## src/rtl/uart_rx_buffer_if.sv

```systemverilog
// Handshake bundle between a UART receiver/consumer and uart_rx_buffer.
// master = receiver + consumer side, slave = the buffer.
interface uart_rx_buffer_if #(
    parameter int unsigned AW = 4
);
    logic          rx_rdy;
    logic [7:0]    rx_data;
    logic          rx_rdy_clr;
    logic          rd_en;
    logic [7:0]    rd_data;
    logic          empty;
    logic          full;
    logic [AW:0]   count;
    logic          overrun;
    logic          ovr_clr;

    modport master (
        output rx_rdy, rx_data, rd_en, ovr_clr,
        input  rx_rdy_clr, rd_data, empty, full, count, overrun
    );

    modport slave (
        input  rx_rdy, rx_data, rd_en, ovr_clr,
        output rx_rdy_clr, rd_data, empty, full, count, overrun
    );
endinterface

```

## src/rtl/uart_rx_buffer.sv

```systemverilog
// Captures bytes from a level-flag UART receiver into a show-ahead FIFO,
// releasing the receiver flag once per byte and flagging dropped bytes.
module uart_rx_buffer #(
    parameter int unsigned DEPTH = 16,
    parameter int unsigned AW    = 4
) (
    input  logic             clk,
    input  logic             rst,
    uart_rx_buffer_if.slave  bus
);
    localparam int unsigned CW = AW + 1;

    typedef enum logic [1:0] {
        IDLE = 2'd0,
        CLR  = 2'd1,
        WAIT = 2'd2
    } state_t;

    state_t         state_q;
    state_t         state_d;
    logic           clr_q;
    logic           push_req;

    logic [7:0]     mem [DEPTH];
    logic [AW-1:0]  wr_ptr_q;
    logic [AW-1:0]  rd_ptr_q;
    logic [CW-1:0]  count_q;
    logic           ovr_q;

    logic           empty_c;
    logic           full_c;
    logic           pop_ok;
    logic           push_ok;
    logic           drop;

    // Capture FSM: one push per receiver byte, then hold off until the flag drops
    always_comb begin
        state_d  = state_q;
        push_req = 1'b0;
        case (state_q)
            IDLE: begin
                if (bus.rx_rdy) begin
                    push_req = 1'b1;
                    state_d  = CLR;
                end
            end
            CLR:     state_d = WAIT;
            WAIT:    if (!bus.rx_rdy) state_d = IDLE;
            default: state_d = IDLE;
        endcase
    end

    always_ff @(posedge clk) begin
        if (!rst) begin
            state_q <= IDLE;
            clr_q   <= 1'b0;
        end else begin
            state_q <= state_d;
            clr_q   <= (state_d == CLR);
        end
    end

    assign empty_c = (count_q == CW'(0));
    assign full_c  = (count_q == CW'(DEPTH));
    assign pop_ok  = bus.rd_en && !empty_c;
    // A pop in the same cycle frees the slot, so a push into a full FIFO still lands
    assign push_ok = push_req && (!full_c || pop_ok);
    assign drop    = push_req && full_c && !pop_ok;

    // Storage needs no reset; it is only observed when non-empty
    always_ff @(posedge clk) begin
        if (rst && push_ok) begin
            mem[wr_ptr_q] <= bus.rx_data;
        end
    end

    always_ff @(posedge clk) begin
        if (!rst) begin
            wr_ptr_q <= '0;
            rd_ptr_q <= '0;
            count_q  <= '0;
        end else begin
            if (push_ok) wr_ptr_q <= wr_ptr_q + AW'(1);
            if (pop_ok)  rd_ptr_q <= rd_ptr_q + AW'(1);
            case ({push_ok, pop_ok})
                2'b10:   count_q <= count_q + CW'(1);
                2'b01:   count_q <= count_q - CW'(1);
                default: count_q <= count_q;
            endcase
        end
    end

    // Sticky drop flag; a new drop beats a simultaneous clear
    always_ff @(posedge clk) begin
        if (!rst) begin
            ovr_q <= 1'b0;
        end else if (drop) begin
            ovr_q <= 1'b1;
        end else if (bus.ovr_clr) begin
            ovr_q <= 1'b0;
        end
    end

    assign bus.rx_rdy_clr = clr_q;
    assign bus.empty      = empty_c;
    assign bus.full       = full_c;
    assign bus.count      = count_q;
    assign bus.overrun    = ovr_q;
    assign bus.rd_data    = empty_c ? 8'h00 : mem[rd_ptr_q];
endmodule

```

## src/flat_wrapper.sv

```systemverilog
// flat-port wrapper written by rule: the top's interface ports become plain ports
module uart_rx_buffer_flat 
#(
    parameter int unsigned DEPTH = 16,
    parameter int unsigned AW    = 4
)
  (clk, rst, bus_rx_rdy, bus_rx_data, bus_rd_en, bus_ovr_clr, bus_rx_rdy_clr, bus_rd_data, bus_empty, bus_full, bus_count, bus_overrun);
  uart_rx_buffer_if #(.AW(AW)) bus_i ();
  input  logic clk;
  input  logic rst;
  input wire logic [$bits(bus_i.rx_rdy)-1:0] bus_rx_rdy;
  input wire logic [$bits(bus_i.rx_data)-1:0] bus_rx_data;
  input wire logic [$bits(bus_i.rd_en)-1:0] bus_rd_en;
  input wire logic [$bits(bus_i.ovr_clr)-1:0] bus_ovr_clr;
  output wire logic [$bits(bus_i.rx_rdy_clr)-1:0] bus_rx_rdy_clr;
  output wire logic [$bits(bus_i.rd_data)-1:0] bus_rd_data;
  output wire logic [$bits(bus_i.empty)-1:0] bus_empty;
  output wire logic [$bits(bus_i.full)-1:0] bus_full;
  output wire logic [$bits(bus_i.count)-1:0] bus_count;
  output wire logic [$bits(bus_i.overrun)-1:0] bus_overrun;
  assign bus_i.rx_rdy = bus_rx_rdy;
  assign bus_i.rx_data = bus_rx_data;
  assign bus_i.rd_en = bus_rd_en;
  assign bus_i.ovr_clr = bus_ovr_clr;
  assign bus_rx_rdy_clr = bus_i.rx_rdy_clr;
  assign bus_rd_data = bus_i.rd_data;
  assign bus_empty = bus_i.empty;
  assign bus_full = bus_i.full;
  assign bus_count = bus_i.count;
  assign bus_overrun = bus_i.overrun;
  uart_rx_buffer #(.DEPTH(DEPTH), .AW(AW)) u_core (.clk(clk), .rst(rst), .bus(bus_i));
endmodule
```

## config.mk

```make
export PLATFORM = sky130hd
export DESIGN_NAME = uart_rx_buffer_flat
export DESIGN_NICKNAME = d
export VERILOG_FILES = /design/src/rtl/uart_rx_buffer_if.sv /design/src/rtl/uart_rx_buffer.sv /design/src/flat_wrapper.sv
export SDC_FILE = /design/constraint.sdc
export NUM_CORES = 1
export LEC_CHECK = 0
export BUFFER_PORTS_ARGS = -buffer_cell sky130_fd_sc_hd__buf_2
export CORE_MARGIN = 5
export CORE_UTILIZATION = 55
export DETAILED_ROUTE_END_ITERATION = 12
export HOLD_SLACK_MARGIN = 0.15
export PLACE_DENSITY = 0.76
export SETUP_SLACK_MARGIN = 0.5
export SYNTH_ARGS = -nofsm -noshare
export SYNTH_HDL_FRONTEND = slang
export SYNTH_SLANG_ARGS = --single-unit
```

## constraint.sdc

```tcl
create_clock -name clk -period 2.4 [get_ports clk]
set_clock_uncertainty 0.2 [all_clocks]
set_input_delay 0 -clock clk [delete_from_list [all_inputs] [get_ports clk]]
set_output_delay 0 -clock clk [all_outputs]
set_load 0.05 [all_outputs]
```

---- After elaboration in Yosys (flattened, before gate mapping) ----
Memories as Yosys holds them, arrays and structs flattened. A register that Yosys moved wholly into a read port is not among the register bits.
Cells that the tools add are included.
storage, ports and cells
  bits in registers ....................... 17
  memory bits (writable) .................. 128
  input bits .............................. 13
  logic and storage cells ................. 43
  memories ................................ 1
cells by class
  add/sub/neg operators ................... 4
  equal/unequal tests ..................... 6
  multiplexer cells ....................... 13
  reductions and logical operators ........ 13
memory list
  memory      depth  bits a word  rd ports  clocked after Yosys merged registers in  write ports  RTL line              text
  u_core.mem  16     8            1         1                                        1            uart_rx_buffer.sv:24  logic [7:0] mem [DEPTH];
operators with widths
  operator               number
  $pmux W5 S2            1
  $add A4 B1 Y4 const B  2
  $mux W4                2
  $mux W8                1
  $eq A2 B1 Y1 const B   3
  $mux W1                6
  $pmux W2 S3            1
  $add A5 B1 Y5 const B  1
  $eq A5 B5 Y1 const B   1
  $logic_and A1 B1 Y1    5
  $logic_not A5 Y1       1
  $sub A5 B1 Y5 const B  1
  $eq A2 B2 Y1 const B   2
  $mux W2                2
  $reduce_bool A2 Y1     2
  $logic_not A1 Y1       3
  $logic_not A2 Y1       1
  $logic_or A1 B1 Y1     1

---- Logic depth before layout (Yosys ltp) ----
  depth in word-level cells ............... 8
  gate-level depth with buffers ........... 10

---- Worst setup path after synthesis ----
No wires, ideal clock.
  path type ............................... register to output
  start point ............................. reg u_core.count_q[1] (netlist: u_core.bus.count[1])
  end point ............................... out bus_rd_data[0]
  arrival time ............................ 2.716 ns
  required time ........................... 2.200 ns
  setup slack ............................. -0.516 ns
  cell stages (with the launch flop) ...... 7
  buffers on the path ..................... 2
  cell sequence ........................... dfxtp_1 > buf_6 > or4_4 > nor2_1 > or2_2 > clkbuf_1 > o22ai_1
between the ends
  word-level cells in the longest chain between the ends .. 2
RTL lines
  element                   RTL line               text
  start: declaration        uart_rx_buffer.sv:27   logic [CW-1:0] count_q;
  start signal: assignment  uart_rx_buffer.sv:86   2'b10: count_q <= count_q + CW'(1);
  start signal: assignment  uart_rx_buffer.sv:87   2'b01: count_q <= count_q - CW'(1);
  start signal: assignment  uart_rx_buffer.sv:88   default: count_q <= count_q;
  $logic_not A5 Y1          uart_rx_buffer.sv:63   assign empty_c = (count_q == CW'(0));
  via bus_empty             flat_wrapper.sv:17     output wire logic [$bits(bus_i.empty)-1:0] bus_empty;
  $mux W8                   uart_rx_buffer.sv:109  assign bus.rd_data = empty_c ? 8'h00 : mem[rd_ptr_q];
  end: declaration          flat_wrapper.sv:16     output wire logic [$bits(bus_i.rd_data)-1:0] bus_rd_data;
The timed path passes the listed nets, and every way through them passes these cells.

---- Final worst setup path ----
  start point ............................. reg u_core.count_q[1] (netlist: u_core.bus.count[1])
  end point ............................... out bus_rd_data[1]
between the ends
  word-level cells in the longest chain between the ends .. 2
RTL lines
  element           RTL line
  $logic_not A5 Y1  uart_rx_buffer.sv:63
  $mux W8           uart_rx_buffer.sv:109
No other way between the ends.

==> flow_summary.toml <==
[grt]
grt_pass1_wl_um = 21400
grt_overflow = 0
grt_pass1_vias = 3692
grt_max_degree = 33
antenna_found_initial = 0
grt.total_usage = 0.227

[yosys]
muxShareOfSynthArea = 0.152
async_flop_share = 0
syn_area_mm2 = 0.00598
synth_compound_area_frac = 0.0402
synth_top_cell_area_share = 0.643
synth_seq_cells = 149
ys_seq_area_frac = 0.713
yosysUniqueCellTypes = 43
syn_inst = 338
synth-simple-area-share = 0.0521
synth_area_per_cell_um2 = 17.7
synth_xor_area_frac = 0.0103
synth_top_family_by_area = "multiplexers"
synth_area_leader_cell = "edfxtp_1"
synth_edf_count = 128
yosys_warnings = 0
synth_fa_ha_area_frac = 0.0126
synth_flop_cell = "edfxtp_1"
synthTopCellsByArea = "edfxtp_1, mux4_2, dfxtp_1, mux2i_1, nor2_1"
syn_nets = 357

[final_layout]
num_antenna_cells = 0
design_area_mm2 = 0.00814
final_cells = 587
final_nets = 454
syn2layout_area_growth_pct = 36.1
drive_above_1_share = 0.483
fill_cells = 589

[min_path]
hold_start = "bus_rx_data[5]"
hold_class = "input pin to flop"
worstHoldEndpoint = "u_core.mem[9][5]$_DFFE_PP_"
min_path_cells = 2

[power]
peakVddDrop_mv = 1.38
power_switching_mw = 3.20
pwr-share-comb = 0.412
swShare = 0.348
p_leak_nw = 2.64
p_clk_frac = 0.260
intPower_mw = 6.00
power_frac_seq = 0.328
power_density_mw_per_mm2 = 1130

[critical_path]
rrSetupSlack_ns = 0.10
path_max_fanout = 8
worstSetupEndpointType = "output pin"
path_class = "flop to output pin"
r2r_end = "u_core.bus.count[4]$_SDFFE_PN0P_"
crit_family = "simple AND/OR/NAND/NOR gates"
cp.arrival_ns = 2.21
cpMaxStageDelayCell = "or4_4"
path_buf_inv = 2
start_kind = "flop"
cp_cell_sequence = "or4_4, buf_8, nor2_4, or2_4, o22ai_2, buf_6"
slowest_delay_ns = 0.52
worstPathRequired_ns = 2.20
r2r_start = "u_core.bus.count[1]$_SDFFE_PN0P_"
reg2reg_depth = 8

[outcome]
violations = "negative setup slack"
status = "complete, but fails checks"

[sta]
worstMarginPinSlew_ns = 0.488
finalSetupViolations = 1
finalMaxSlewViolations = 0
max_freq_mhz = 415
post-route-period-util = 1.00
relSlewSlack = 0.675
fin_ws_ns = -0.0106
setup_tns_ns = -0.0106
finalCriticalPeriod_ns = 2.41
final_hold_viol_count = 0
rsz0062_at_grt = "yes"

[clock_tree]
numCtsBuffers = 17
cts_root_buffer = "clkbuf_8"
tritoncts = "done"
clock_latency_ns = 0.52
clock_sinks = 149
clk_pin_slew_ns = 0.06
cts_buffer_depth = 2
htreeDepth = 4

[route]
wire_per_inst_um = 24.8
via_per_inst = 6.09
via_count = 3575
drt-total-wl_um = 14600
dr.pass1.iters = 5
drc = 0
first_iter_violations = 446
antenna_left = 0

[floorplan]
die_x_um = 114
die_h_um = 114
pin_count = 30
core_mm2 = 0.0107
start_util = 0.556
die_area_mm2 = 0.0131
rows = 38

[placed_design]
placed_area_mm2 = 0.00670
io_buffers = 29
placed_cells = 521
dpl.hpwl_um = 7370
place_ws_ns = -0.00628
routabilityCongestion = 0.844

[job]
drv_cap = 0
Yosys cell counts, drive strengths merged, types with 2 or more instances:
cell type,n
o211ai,4
nor3,6
nand2,9
a21oi,6
ha,6
nand4,3
dfxtp,21
edfxtp,128
a211oi,4
o21ai,4
buf,9
mux4,32
nand3,4
xnor2,5
xor2,2
mux2i,19
clkbuf,10
nor2,29
o22ai,8
nand2b,4
inv,5
nor4,2
registers in the layout, summed over array words and instances, names as in the netlist, named ones only:
register and count:
u_core.rd_ptr_q 4, u_core.bus.count 5, u_core.wr_ptr_q 4, u_core.bus.overrun 1, u_core.state_q 2, u_core.mem 128, u_core.bus.rx_rdy_clr 1
final cells by class:
class	instances	area (um2)	area share
clock inverters	13	110	0.0135
inverters	6	22.5	0.00277
multi-input cells	164	2130	0.262
flip-flops and latches	149	4280	0.526
clock buffers	18	418	0.0514
well taps	140	175	0.0215
repair buffers	97	998	0.123
logic make-up after synthesis:
kind of cell	Yosys count
AOI/OAI and AO/OA	35
xor gates and xnor gates	7
adders and majority gates	6
buffers and inverters	25
DFF	149
muxes	51
and+or+nand+nor	65
cells in the final DEF, fill, tap and decap left out, types with 5 or more instances in the layout:
| cell | count |
|---|---|
| ha_1 | 5 |
| nand2_1 | 5 |
| nor2_1 | 14 |
| clkbuf_16 | 17 |
| buf_4 | 18 |
| inv_1 | 5 |
| dfxtp_2 | 6 |
| xnor2_1 | 5 |
| buf_2 | 19 |
| dfxtp_1 | 12 |
| mux2i_4 | 7 |
| mux2i_2 | 5 |
| mux4_2 | 32 |
| nor2_4 | 14 |
| buf_12 | 8 |
| edfxtp_1 | 128 |
| dlygate4sd3_1 | 15 |
| buf_6 | 32 |
| mux2i_1 | 7 |
worst max-delay path by stage:
stage                                                 from                                to  slack, ns  depth (start not counted)
after floorplan           u_core.bus.count[1]$_SDFFE_PN0P_  u_core.bus.count[4]$_SDFFE_PN0P_      -0.17                          9
after CTS                                             flop                    bus_rd_data[3]      0.001                          5
after global placement        u_core.state_q[1]$_SDFF_PN0_        u_core.mem[6][4]$_DFFE_PP_       0.06                          6
after global routing      u_core.bus.count[1]$_SDFFE_PN0P_                    bus_rd_data[1]      -0.07                          6
after detailed placement  u_core.bus.count[1]$_SDFFE_PN0P_  u_core.bus.count[4]$_SDFFE_PN0P_     -0.006                          7
final                     u_core.bus.count[1]$_SDFFE_PN0P_                    bus_rd_data[1]      -0.01                          6
what timing repair did:
item | in CTS | in global routing
endpoints found under the setup margin | 147 | 147
pin swaps | 21 | 14
endpoints found under the hold margin | 277 | 0
buffers inserted | 16 | 2
resized for setup | 102 | 24
cloned | 1 | 1
hold buffers | 15 | 0
worst reg2reg max path: stages (launching register included):
cell	delay [ns]
dfxtp_4	0.34
or4_4	0.52
o211ai_1	0.24
xnor2_1	0.10
ha_2	0.22
nor4_4	0.16
nand3_1	0.13
a21oi_2	0.18
a311oi_2	0.06
metrics by stage:
step / utilization / hold slack, ns / total power [mW]
final: 0.757 / 0.201 / 9.20
after global routing: 0.757 / 0.202 / 9.56
after CTS: 0.742 / 0.180 / 8.88
after detailed placement: 0.624 / 0.0885 / 5.68
after global placement: 0.624 / 0.0859 / 5.65
after floorplan: - / -0.101 / 5.10
per-layer routing:
metal  routed length [um]  GRT usage  vias to the layer above
li1                     -          -                     1545
met1                 5520      0.289                     1811
met2                 7740      0.393                      197
met3                 1060     0.0544                       22
met4                  244     0.0633                        0
met5                    0          0                        -
power groups by stage:
stage	logic (mW)	clock network [mW]	registers, mW
after global placement	2.58	0	3.07
final	3.79	2.39	3.02
after global routing	3.98	2.55	3.03
after detailed placement	2.60	0	3.08
after floorplan	1.92	0	3.18
after CTS	3.48	2.40	3.01
(Power assumes the default switching activity.)
